===== src/rtl/pe_addsub_pipe.sv =====
// Pipelined add/subtract datapath with carry-in, optional signed saturation,
// registered C/Z/N/V flags and a valid/ready handshake that stalls the whole pipe.
module pe_addsub_pipe #(
   parameter int WIDTH  = 16,
   parameter int STAGES = 2
) (
   input  logic             CLK,
   input  logic             ASYNCRESET,
   input  logic             clk_en,
   input  logic             in_valid,
   output logic             in_ready,
   input  logic [1:0]       op,
   input  logic             sat,
   input  logic             cin,
   input  logic [WIDTH-1:0] a,
   input  logic [WIDTH-1:0] b,
   output logic             out_valid,
   input  logic             out_ready,
   output logic [WIDTH-1:0] res,
   output logic             flag_c,
   output logic             flag_z,
   output logic             flag_n,
   output logic             flag_v
);

   typedef struct packed {
      logic [WIDTH-1:0] res;
      logic             c;
      logic             z;
      logic             n;
      logic             v;
   } stage_t;

   logic [STAGES:1]  vld_pipe;
   stage_t           dat_pipe [1:STAGES];
   stage_t           s1_d;
   logic             adv;
   logic             accept;
   logic             k;
   logic [WIDTH-1:0] b_x;
   logic [WIDTH-1:0] raw;
   logic [WIDTH-1:0] sat_val;
   logic [WIDTH:0]   sum;

   // Every stage, bubbles included, moves only when the output slot can drain.
   assign adv      = clk_en & (~out_valid | out_ready);
   assign in_ready = adv;
   assign accept   = in_valid & adv;

   // Subtract is a + ~b + k; op[1] selects cin as k, otherwise k is the plain sub's +1.
   assign b_x     = op[0] ? ~b : b;
   assign k       = op[1] ? cin : op[0];
   assign sum     = {1'b0, a} + {1'b0, b_x} + {{WIDTH{1'b0}}, k};
   assign raw     = sum[WIDTH-1:0];
   assign sat_val = a[WIDTH-1] ? {1'b1, {(WIDTH-1){1'b0}}} : {1'b0, {(WIDTH-1){1'b1}}};

   assign s1_d.c   = sum[WIDTH];
   assign s1_d.v   = (a[WIDTH-1] == b_x[WIDTH-1]) & (raw[WIDTH-1] != a[WIDTH-1]);
   assign s1_d.res = (sat & s1_d.v) ? sat_val : raw;
   // Z and N describe the delivered result, so they follow saturation.
   assign s1_d.z   = ~|s1_d.res;
   assign s1_d.n   = s1_d.res[WIDTH-1];

   always_ff @(posedge CLK or negedge ASYNCRESET) begin
      if (!ASYNCRESET) begin
         vld_pipe <= '0;
         dat_pipe <= '{default: '0};
      end else if (adv) begin
         vld_pipe[1] <= accept;
         dat_pipe[1] <= s1_d;
         for (int s = 2; s <= STAGES; s++) begin
            vld_pipe[s] <= vld_pipe[s-1];
            dat_pipe[s] <= dat_pipe[s-1];
         end
      end
   end

   assign out_valid = vld_pipe[STAGES];
   assign res       = dat_pipe[STAGES].res;
   assign flag_c    = dat_pipe[STAGES].c;
   assign flag_z    = dat_pipe[STAGES].z;
   assign flag_n    = dat_pipe[STAGES].n;
   assign flag_v    = dat_pipe[STAGES].v;

endmodule

===== config.mk =====
export PLATFORM = sky130hd
export DESIGN_NAME = pe_addsub_pipe
export DESIGN_NICKNAME = d
export VERILOG_FILES = /design/src/rtl/pe_addsub_pipe.sv
export SDC_FILE = /design/constraint.sdc
export NUM_CORES = 1
export LEC_CHECK = 0
export CELL_PAD_IN_SITES_DETAIL_PLACEMENT = 1
export CELL_PAD_IN_SITES_GLOBAL_PLACEMENT = 1
export CORE_UTILIZATION = 38
export DETAILED_ROUTE_END_ITERATION = 6
export PLACE_DENSITY_LB_ADDON = 0.08
export SYNTH_ARGS = -nofsm -noshare
export SYNTH_HDL_FRONTEND = slang
export SYNTH_SLANG_ARGS = --single-unit

===== constraint.sdc =====
create_clock -name CLK -period 2.3 [get_ports CLK]
set_input_delay 0.23 -clock CLK [delete_from_list [all_inputs] [get_ports CLK]]
set_output_delay 0.23 -clock CLK [all_outputs]
set_load 0.01 [all_outputs]

# Word-level counts from Yosys, hierarchy flattened
# Cells that the tools add are included.
# word_totals
reg_bits	42
in_bits	41
out_inout_bits	22
# classes
addsub	2
n_eq_ne	2
mux	4
n_bitwise	7
reduce_logical	2
# op_table
op	count
2-to-1 mux 16 bit	3
adder 16 x 16 -> 17 bit	1
adder 17 x 1 -> 17 bit	1
inverter 16 bit	1
OR reduction 16 bit	1
AND 1 bit	4
equality test 1 bit	1
zero test 1 bit	1
2-to-1 mux 1 bit	1
!= test 1 bit	1
inverter 1 bit	1
OR 1 bit	1

# Longest topological paths before layout
# depth
depth_word	10
depth_mapped	13
mapped_depth_nobuf	10

# Worst setup path before layout
# No wires, ideal clock.
# synth_path
path_type	input to register
startpoint	input port op[0]
endpoint	register dat_pipe[22] in the netlist's numbering
setup_time_ns	0.066
t_arrival_ns	3.568
required_time_ns	2.234
setup_slack_ns	-1.334
stages	11
n_path_buf	2
path_cell_list	clkbuf_1 clkbuf_1 xor2_1 fa_1 fa_1 nor2_1 or4b_1 or4_1 a2111oi_2 and4_1 a22o_1
# synth_between
elab_chain_cells	9
elab_cells_between_ends	11
classes_between	add/sub (2); eq/ne (2); mux (3); bitwise (2); reduce/logical (2)
# synth_lines
item	line	text
start, declared	12	input logic [1:0] op,
2-to-1 mux 16 bit	51	assign b_x = op[0] ? ~b : b;
adder 16 x 16 -> 17 bit	53	assign sum = {1'b0, a} + {1'b0, b_x} + {{WIDTH{1'b0}}, k};
adder 17 x 1 -> 17 bit	53	
!= test 1 bit	58	assign s1_d.v = (a[WIDTH-1] == b_x[WIDTH-1]) & (raw[WIDTH-1] != a[WIDTH-1]);
AND 1 bit	58	
AND 1 bit	59	assign s1_d.res = (sat & s1_d.v) ? sat_val : raw;
2-to-1 mux 16 bit *	59	
OR reduction 16 bit *	61	assign s1_d.z = ~|s1_d.res;
zero test 1 bit *	61	
end signal, assigned by index	73	dat_pipe[s] <= dat_pipe[s-1];
end, declared	35	stage_t dat_pipe [1:STAGES];
# Every way passes the cells marked *; elsewhere a longest branch is shown, timed or not.
# A chain may end at the register's enable or synchronous reset.

# Worst setup path in the final report
# layout_path
startpoint	input port op[1]
endpoint	register dat_pipe[22] in the netlist's numbering
# layout_between
elab_chain_cells	8
# layout_lines
item	line	text
2-to-1 mux 1 bit *	52	assign k = op[1] ? cin : op[0];
adder 17 x 1 -> 17 bit *	53	
!= test 1 bit	58	
AND 1 bit	58	
AND 1 bit	59	
2-to-1 mux 16 bit *	59	
OR reduction 16 bit *	61	
zero test 1 bit *	61	
# Marked as above.

==> results.cfg <==
[power]
p_per_area_nw_per_um2 = 754
p_total_mw = 3.19
leakagePower_nw = 1.98
ir_worst_vdd_uv = 302

[synthesis]
async_reset_ff_share_pct = 100
ys_top_cells_by_area = dfrtp_1, nand2_1, ha_1
yosysWarnings = 0
yosys.area.top_type_share_pct = 36.7
ys_seq_area_share_pct = 36.7
ys_types = 55
ys.flop_type = dfrtp_1
synth_edf_count = 0
syn_nets = 369
postSynthCellCount = 311
syn_area_per_cell_um2 = 8.77
yosysTopAreaCell = dfrtp_1
synth_area_um2 = 2730
synth-seq-cells = 40

[detailed_routing]
drt_pass1_iterations = 4
routed_via_density = 5.01
first_iter_violations = 77
drc = 0
antenna_left = 0
vias = 2631
routedWlPerCell_um = 15.9
drt-total-wl_um = 8340

[cells_and_area]
finish.instance_area_um2 = 4230
diodes = 0
fin_cells = 525
nNetsFinal = 486
layout_commonest_cell = nand2_1
area_growth_pct = 55.0
fin_util_pct = 61.5
layout_common_cells = nand2_1, buf_4, clkdlybuf4s50_1, dfrtp_1, xor2_1
layout-drive-gt1-share_pct = 32.2

[sta]
timing.setup.tns_ps = -5100
clock.fmax_ghz = 0.359
hold_viol = 0
worst_slew_pin_slew_ps = 888
maxSlewViolCount = 0
setup_slack_ps = -483
rsz0062_at_grt = true
setup_violations = 19
slew_headroom_pct = 40.8
hold-worst-slack_ps = 40.9
fin_crit_ps = 2780
min_period_over_period_pct = 121
finalClockSkew_ps = 3.41

[clock_network]
cts.path.max_buffers = 2
clk_pin_slew_worst_paths_ps = 80
clock-sinks = 40
insertion_delay_ps = 290
hold_buffers = 0
h-tree-depth = 2
cts_tree = done
cts-root-buf = clkbuf_8
numCtsBuffers = 5

[global_route]
overflow = 0
antenna_found_initial = 0
grt_max_degree = 51
grt_first_pass_wirelength_um = 13100
grtUsageTotal_pct = 22.6
first_global_vias = 2712

[worst_setup_path]
endpoint_kind = flop
rr_startpoint = vld_pipe[2]
crit_fanout = 3
worstSetupStartpointType = input port
crit_required_ps = 2530
critPathKind = input port to flop
crit_arrival_ps = 3010
cp-startpoint = op[1]

[placement]
dp_slack_ps = -1320
dp_hpwl_um = 5750
post-place-cells = 501
place_area_um2 = 3780
gp_congestion = 0.817
io_buffers = 62

[floorplan]
start_util_pct = 39.7
core.rowCount = 30
die_h_um = 86.7
die_area_um2 = 7520
core-area_um2 = 6870
fp.dieW_um = 86.7
ioPinCount = 63

[status]
violations = negative setup slack
run_status = complete, but fails checks

[hold_path]
min-delay-path-class = input port to asynchronous set/reset pin

[job]
cap_viol_max_count = 0
==> flip-flops by register name, summed over array words and instances (netlist names) <==
| signal | cells |
|---|---|
| dat_pipe | 19 |
| flag_v | 1 |
| flag_z | 1 |
| res | 15 |
| flag_c | 1 |
| vld_pipe | 2 |
| flag_n | 1 |
==> timing repair <==
action                                  4_1_cts  5_1_grt
pin swaps                                    24       24
endpoints found under the setup margin       19       19
buffers inserted                              9        8
gates resized for setup                      49       22
endpoints found under the hold margin         0        0
cloned                                        1        0
==> path summary, 6_finish.rpt <==
kind,endpoint,slack (ps),cells past startpoint
min,vld_pipe[1],40,1
max in group asynchronous,res[11],1690,1
min in group CLK,res[7],460,2
max,dat_pipe[22],-480,11
max reg2reg,dat_pipe[22],110,7
min reg2reg,res[7],460,2
==> report_power, final <==
part | switching [mW] | internal, mW | leakage (nW)
combinational | 0.741 | 0.850 | 1.43
sequential | 0.115 | 0.912 | 0.495
clock | 0.247 | 0.322 | 0.0552
==> per-layer routing <==
metal  wire length [um]  track usage, %  vias up
met1               3440            27.1     1257
met4                224            8.79        0
met3                217            2.38       15
li1                   -               -     1288
met2               4450            41.4       71
met5                  0               0        -
==> Yosys cell counts, types with 2 or more instances <==
| library cell | number |
|---|---|
| nand2_1 | 80 |
| dfrtp_1 | 40 |
| a21oi_1 | 22 |
| xor2_1 | 21 |
| o21ai_0 | 20 |
| buf_4 | 16 |
| ha_1 | 15 |
| clkbuf_1 | 11 |
| nor2_1 | 7 |
| xnor2_1 | 7 |
| a21o_1 | 5 |
| inv_1 | 4 |
| o31ai_1 | 4 |
| a211oi_1 | 3 |
| o21ai_1 | 3 |
| a2111oi_2 | 2 |
| a2bb2oi_1 | 2 |
| and2_1 | 2 |
| fa_1 | 2 |
| mux2_2 | 2 |
| mux2i_1 | 2 |
| nand2b_1 | 2 |
| nand3_1 | 2 |
| nand4b_1 | 2 |
| o211ai_1 | 2 |
| o21a_1 | 2 |
| o21bai_1 | 2 |
| o22ai_1 | 2 |
==> worst max-delay path, stage by stage <==
cell,delay [ps]
buf_6,90
mux2_4,300
fa_2,380
fa_2,350
a21o_1,200
a221o_1,370
a211oi_2,260
o31ai_2,120
a2111oi_2,360
and4_1,220
a22o_1,130
==> area by class of cell <==
cell class / instances / area (um^2)
sequential: 40 / 1000
clock inverter: 2 / 35.0
inverter: 5 / 18.8
timing repair buffer: 140 / 1230
multi-input combinational: 236 / 1750
tap: 96 / 120
clock buffer: 6 / 72.6
fill: 785 / 2640
==> cell families (layout without fill, tap and decap cells) <==
family / count (synthesis) / after routing / synth area share [%]
buffers and inverters: 35 / 153 / 7.71
muxes: 4 / 4 / 1.56
adders and majority gates: 17 / 17 / 8.35
xor gates and xnor gates: 28 / 28 / 8.99
AOI/OAI and AO/OA: 81 / 81 / 19.7
and+or+nand+nor: 106 / 106 / 17.0
DFF: 40 / 40 / 36.7
(Power assumes the default switching activity.)
